File: config.mk
export PLATFORM = sky130hd
export DESIGN_NAME = command_executor
export DESIGN_NICKNAME = d
export VERILOG_FILES = /design/src/rtl/command_executor.sv
export SDC_FILE = /design/constraint.sdc
export NUM_CORES = 1
export LEC_CHECK = 0
export ABC_AREA = 0
export BUFFER_PORTS_ARGS = -buffer_cell sky130_fd_sc_hd__buf_2
export CORE_MARGIN = 3
export CORE_UTILIZATION = 55
export DETAILED_ROUTE_END_ITERATION = 16
export GPL_TIMING_DRIVEN = 0
export HOLD_SLACK_MARGIN = 0.12
export PLACE_DENSITY = 0.94
export SLEW_MARGIN = 0
export SYNTH_ARGS = -nofsm -noshare
export SYNTH_HDL_FRONTEND = slang
export SYNTH_SLANG_ARGS = --single-unit
File: constraint.sdc
create_clock -name clock -period 4.2 [get_ports clock]
set_input_delay 0.21 -clock clock [delete_from_list [all_inputs] [get_ports clock]]
set_output_delay 0.21 -clock clock [all_outputs]
set_load 0.03 [all_outputs]
File: src/rtl/command_executor.sv
// Runs one decoded UART command at a time against the data memory.
// Each command ends in an ack byte, four read-data bytes (LSB first) or an error byte.
module command_executor #(
    parameter int ADDR_WIDTH  = 15,
    parameter int DATA_WIDTH  = 32,
    parameter int MEM_LATENCY = 1,
    parameter int TX_TIMEOUT  = 2047
) (
    input  logic                  clock,
    input  logic                  reset,
    input  logic                  cmd_done,
    input  logic [1:0]            cmd_error,
    input  logic                  cmd_readwrite,
    input  logic [ADDR_WIDTH-1:0] cmd_address,
    input  logic [DATA_WIDTH-1:0] cmd_data,
    output logic                  o_mem_en,
    output logic                  o_mem_we,
    output logic [ADDR_WIDTH-1:0] o_mem_addr,
    output logic [DATA_WIDTH-1:0] o_mem_wdata,
    input  logic [DATA_WIDTH-1:0] mem_rdata,
    output logic [7:0]            o_tx_byte,
    output logic                  o_tx_start,
    input  logic                  tx_busy,
    output logic                  o_busy,
    output logic [1:0]            o_status,
    output logic                  o_dropped
);

    localparam int              TO_W     = $clog2(TX_TIMEOUT + 1);
    localparam logic [1:0]      LAT_LAST = 2'(MEM_LATENCY - 1);
    localparam logic [TO_W-1:0] TO_LAST  = TO_W'(TX_TIMEOUT);
    localparam logic [7:0]      ACK_BYTE = 8'hAA;

    typedef enum logic [3:0] {
        IDLE    = 4'd0,
        WR      = 4'd1,
        RD_EN   = 4'd2,
        RD_WAIT = 4'd3,
        ACK_TX  = 4'd4,
        ERR_TX  = 4'd5,
        DATA_TX = 4'd6,
        TX_HOLD = 4'd7,
        TX_WAIT = 4'd8,
        DONE    = 4'd9
    } state_t;

    state_t                state_q, state_d;
    logic [ADDR_WIDTH-1:0] addr_q, addr_d;
    logic [DATA_WIDTH-1:0] wdata_q, wdata_d;
    logic [DATA_WIDTH-1:0] shift_q, shift_d;
    logic                  rd_q, rd_d;
    logic [1:0]            err_q, err_d;
    logic [1:0]            idx_q, idx_d;
    logic [1:0]            lat_cnt_q, lat_cnt_d;
    logic [TO_W-1:0]       to_cnt_q, to_cnt_d;
    logic [7:0]            tx_byte_q, tx_byte_d;
    logic [1:0]            status_q, status_d;
    logic                  dropped_q, dropped_d;

    function automatic logic [7:0] pick_byte(input logic [DATA_WIDTH-1:0] word,
                                             input logic [1:0] idx);
        return word[{idx, 3'b000} +: 8];
    endfunction

    always_ff @(posedge clock or posedge reset) begin
        if (reset) begin
            state_q   <= IDLE;
            addr_q    <= '0;
            wdata_q   <= '0;
            rd_q      <= 1'b0;
            err_q     <= 2'b00;
            idx_q     <= 2'd0;
            lat_cnt_q <= 2'd0;
            to_cnt_q  <= '0;
            tx_byte_q <= 8'h00;
            status_q  <= 2'b00;
            dropped_q <= 1'b0;
        end else begin
            state_q   <= state_d;
            addr_q    <= addr_d;
            wdata_q   <= wdata_d;
            rd_q      <= rd_d;
            err_q     <= err_d;
            idx_q     <= idx_d;
            lat_cnt_q <= lat_cnt_d;
            to_cnt_q  <= to_cnt_d;
            tx_byte_q <= tx_byte_d;
            status_q  <= status_d;
            dropped_q <= dropped_d;
        end
    end

    // Read data is only meaningful after capture, so it carries no reset.
    always_ff @(posedge clock) begin
        shift_q <= shift_d;
    end

    always_comb begin
        state_d   = state_q;
        addr_d    = addr_q;
        wdata_d   = wdata_q;
        shift_d   = shift_q;
        rd_d      = rd_q;
        err_d     = err_q;
        idx_d     = idx_q;
        lat_cnt_d = lat_cnt_q;
        to_cnt_d  = to_cnt_q;
        tx_byte_d = tx_byte_q;
        status_d  = status_q;
        dropped_d = cmd_done && (state_q != IDLE);

        case (state_q)
            IDLE: begin
                if (cmd_done) begin
                    addr_d  = cmd_address;
                    wdata_d = cmd_data;
                    rd_d    = cmd_readwrite;
                    err_d   = cmd_error;
                    if (cmd_error != 2'b00) begin
                        state_d   = ERR_TX;
                        tx_byte_d = {6'b111000, cmd_error};
                    end else if (cmd_readwrite) begin
                        state_d = RD_EN;
                    end else begin
                        state_d = WR;
                    end
                end
            end
            WR: begin
                state_d   = ACK_TX;
                tx_byte_d = ACK_BYTE;
            end
            RD_EN: begin
                state_d   = RD_WAIT;
                lat_cnt_d = 2'd0;
            end
            RD_WAIT: begin
                // Capture lands exactly MEM_LATENCY edges after the strobe cycle.
                if (lat_cnt_q == LAT_LAST) begin
                    shift_d   = mem_rdata;
                    idx_d     = 2'd0;
                    tx_byte_d = mem_rdata[7:0];
                    state_d   = DATA_TX;
                end else begin
                    lat_cnt_d = lat_cnt_q + 2'd1;
                end
            end
            ACK_TX, ERR_TX, DATA_TX: begin
                if (!tx_busy) begin
                    state_d = TX_HOLD;
                end
            end
            TX_HOLD: begin
                state_d  = TX_WAIT;
                to_cnt_d = '0;
            end
            TX_WAIT: begin
                if (!tx_busy) begin
                    if (rd_q && (err_q == 2'b00) && (idx_q != 2'd3)) begin
                        idx_d     = idx_q + 2'd1;
                        tx_byte_d = pick_byte(shift_q, idx_q + 2'd1);
                        state_d   = DATA_TX;
                    end else begin
                        state_d = DONE;
                    end
                end else if (to_cnt_q == TO_LAST) begin
                    status_d = 2'b11;
                    state_d  = IDLE;
                end else begin
                    to_cnt_d = to_cnt_q + TO_W'(1);
                end
            end
            DONE: begin
                if (err_q != 2'b00) begin
                    status_d = 2'b10;
                end else if (rd_q) begin
                    status_d = 2'b01;
                end else begin
                    status_d = 2'b00;
                end
                state_d = IDLE;
            end
            default: begin
                state_d = IDLE;
            end
        endcase
    end

    always_comb begin
        o_mem_en    = (state_q == WR) || (state_q == RD_EN);
        o_mem_we    = (state_q == WR);
        o_mem_addr  = addr_q;
        o_mem_wdata = wdata_q;
        o_tx_byte   = tx_byte_q;
        o_tx_start  = ((state_q == ACK_TX) || (state_q == ERR_TX) || (state_q == DATA_TX))
                      && !tx_busy;
        o_busy      = (state_q != IDLE);
        o_status    = status_q;
        o_dropped   = dropped_q;
    end

endmodule

==> summary.txt <==
Final layout
  • Antenna diodes: 0
  • Layout overhead on the synthesized area: 39.39%
  • Fillers: 458
  • Share of layout cells above drive strength 1: 0.4216
  • Nets: between 600 and 700
  • Fin util: 0.8059
  • Final instance area: between 6000 and 7000 um2
  • Post-route insts no fill: approximately 700

Global route
  • Largest net degree at the start of global routing: 62
  • Number of global-route vias before repair: around 4400
  • GRT Total Usage: 0.3087
  • Congestion Overflow GR: 0
  • Initial antenna violation count: 0
  • First-pass GRT wire length: between 20000 and 25000 um

Synth
  • Synth cell types: 58
  • Post-Synth XOR/XNOR Area: 0.003597
  • Largest family of logic cells by synthesized area: multiplexers
  • Syn nets: 436
  • Area share of fa/ha/maj cells after synthesis: 0.007708
  • Multiplexer share of the synthesized area: 0.1793
  • Post-Syn Area: slightly below 5000 um2
  • Post-synthesis simple-gate area fraction: 0.09353
  • Syn avg cell area: ~14 um2
  • Top FF cell, synth: dfrtp_1
  • Sequential cell area fraction in the yosys report: 0.6084
  • Post-synth EDFFs: 32
  • Syn. warnings: 0
  • Post-Syn Instances: around 350
  • Post-synth ARST share: 0.7143
  • Synth Register Bits: approximately 110
  • Compound-Gate Fraction of Synth Area: 0.07760

Power and ir drop
  • Worst VDD drop: 0.0003866 V
  • Tot Pwr: approximately 4.6 mW
  • Leakage: slightly above 3 nW
  • Pwr/cell area: 678.5 nW/um2

Routing
  • Via Count: approximately 4100
  • 1st-pass router iterations: 5
  • Number of remaining DRC errors: 0
  • Drt total wl: about 15000 um
  • WL/cell: between 20 and 25 um
  • Met2 WL: ~8500 um
  • Routed Antenna Nets: 0
  • Via-per-instance ratio: around 5.8
  • Highest routed layer: met4
  • Routed length on met3: about 800 um
  • Initial DRC count: 230
  • WL met1: 4996 um

Floorplan
  • Initial core utilization: 0.5781
  • Chip height: 100.1 um
  • Row count: 33
  • Die area: approximately 10000 um2
  • Number of top-level pins: around 150
  • Core region area: 8423 um2
  • Die W: 100.1 um

Worst hold path
  • Hold path cells: 2
  • Hold worst-path end: err_q[1]
  • Min-delay worst type: input pin to flip-flop
  • Worst Hold Launch: cmd_error[1]

Critical path
  • R2r setup slk: around 1.2 ns
  • Crit. End Element: flip-flop
  • Crit path arrival time: 2.98 ns
  • R2R cell count: 5
  • Crit path kind: flip-flop to flip-flop
  • Reg-to-reg endpoint: shift_q[5]
  • Worst-path maximum fanout: 32
  • Setup crit start kind: flip-flop
  • Worst r2r src: state_q[0]
  • Data required time of the worst path: approximately 4.2 ns

Clock network
  • Number of CTS-inserted buffers: 9
  • Clock root buffer: clkbuf_8
  • Post-CTS Setup Bufs: 0
  • Reg clk slew, reported paths: roughly 0.11 ns
  • Clk sinks: roughly 110
  • CTS tree: built
  • Clk Latency, worst-skew pair: 0.39 ns
  • Hold-fix buffers, CTS: 82
  • Max H-tree Level: 3
  • PostCTS Resize Cnt: 0
  • Clock buffer depth: 2

STA
  • Final setup fails: 0
  • Worst Tran Pin Value: between 1 and 1.5 ns
  • Crit path time final: 2.984 ns
  • Fin. Hold Viols: 0
  • Sum of negative setup slack: 0 ns
  • FMAX: between 300 and 400 MHz
  • Final Skew: between 0.02 and 0.03 ns
  • Setup ws final: approximately 1.2 ns
  • RSZ-0062 raised after global routing: no
  • Relative slew slack: 0.2248
  • Max-slew violations: 0
  • Period utilization: 0.7104
  • Final hold slack: 0.1941 ns

Outcome
  • Status: finished clean

Placement
  • Post-DP Area: 5767 um2
  • Placed Instances: 600
  • RD Place Congestion: ~0.9
  • DPL Wire Length: approximately 8500 um
  • Port Buffer Count: 147
  • Placement Setup Slack: roughly 1.5 ns

Run
  • Max-cap violations: 0
Yosys cell counts (all sizes together) (2+ instances only):
cell,instances,area share
clkbuf,5,0.0039
nand3,10,0.010
o21a,4,0.0062
buf,13,0.016
nand2,12,0.0092
mux2,58,0.13
a31oi,8,0.010
nor3,11,0.011
o21ai,12,0.012
dfrtp,80,0.41
nand4,2,0.0057
and3,4,0.0051
nand2b,2,0.0026
a2bb2oi,2,0.0036
edfxtp,32,0.20
mux4,8,0.037
ha,3,0.0077
nor4,3,0.0039
mux2i,4,0.0082
a21oi,8,0.0082
o22ai,3,0.0039
nor2,11,0.010
a22o,5,0.0090
o211ai,2,0.0031
or3b,2,0.0036
nor4b,2,0.0067
inv,13,0.010
nor2b,4,0.0051
nor3b,2,0.0031
kinds of logic (layout without fill, tap and decap cells):
family,Yosys count,in the layout
flip-flops,112,112
AND/OR/NAND/NOR,74,74
multiplexers,70,70
AO/OA/AOI/OAI,55,55
buffers and inverters,31,277
adder cells (fa/ha/maj),3,3
XOR/XNOR,2,2
worst max-delay path, stage by stage (launching register included):
cell and delay [ns]:
dfrtp_1 0.34, buf_2 0.21, buf_2 0.24, nor4bb_1 0.68, nand2_1 0.22, inv_1 0.89
placed cells by master (no fill, tap or decap), drive strengths merged, types with 2 or more instances in the layout:
| master | Yosys | layout |
|---|---|---|
| inv | 13 | 15 |
| o211ai | 2 | 2 |
| clkinv | 0 | 3 |
| nor4b | 2 | 2 |
| mux2 | 58 | 58 |
| nor3b | 2 | 2 |
| clkbuf | 5 | 15 |
| mux4 | 8 | 8 |
| a21oi | 8 | 8 |
| or3b | 2 | 2 |
| nor4 | 3 | 3 |
| a2bb2oi | 2 | 2 |
| o21a | 4 | 4 |
| o21ai | 12 | 12 |
| nand4 | 2 | 2 |
| nand2b | 2 | 2 |
| dlygate4sd3 | 0 | 82 |
| o22ai | 3 | 3 |
| buf | 13 | 161 |
| ha | 3 | 3 |
| nor2 | 11 | 11 |
| a31oi | 8 | 8 |
| dfrtp | 80 | 80 |
| a22o | 5 | 5 |
| nor3 | 11 | 11 |
| nand3 | 10 | 10 |
| nand2 | 12 | 12 |
| mux2i | 4 | 4 |
| and3 | 4 | 4 |
| nor2b | 4 | 4 |
| edfxtp | 32 | 32 |
registers in the layout, indices dropped and copies added, names as in the netlist, 4 cells and up:
name	flops
o_tx_byte	8
to_cnt_q	11
o_mem_addr	15
o_mem_wdata	32
shift_q	32
state_q	4
per-layer routing:
layer / GRT usage / vias up
met1: 0.3215 / 2020
met5: 0 / -
met3: 0.05490 / 48
li1: - / 1779
met4: 0.1472 / 0
met2: 0.5931 / 206
power by group:
part / internal, mW / switching (mW)
combinational: 0.811 / 1.36
sequential: 1.54 / 0.235
clock: 0.260 / 0.399
total: 2.61 / 2.00
layout make-up:
| type | instances | area [um2] | area share |
|---|---|---|---|
| timing repair buffer | 230 | 1584 | 0.2334 |
| buffer | 18 | 96.34 | 0.01419 |
| clock buffer | 10 | 148.9 | 0.02194 |
| clock inverter | 6 | 51.30 | 0.007558 |
| multi-input combinational | 204 | 1762 | 0.2595 |
| tap | 105 | 131.4 | 0.01935 |
| sequential | 112 | 2963 | 0.4365 |
| inverter | 13 | 51.30 | 0.007558 |
worst max path at each step:
stage,from,to,depth (start not counted)
finish,state_q[0],shift_q[5],5
global route,state_q[0],shift_q[5],5
CTS,state_q[0],shift_q[5],5
detailed placement,state_q[0],shift_q[30],5
global placement,reset,o_tx_byte[4],2
floorplan,reset,err_q[0],1
(Power assumes the default switching activity.)
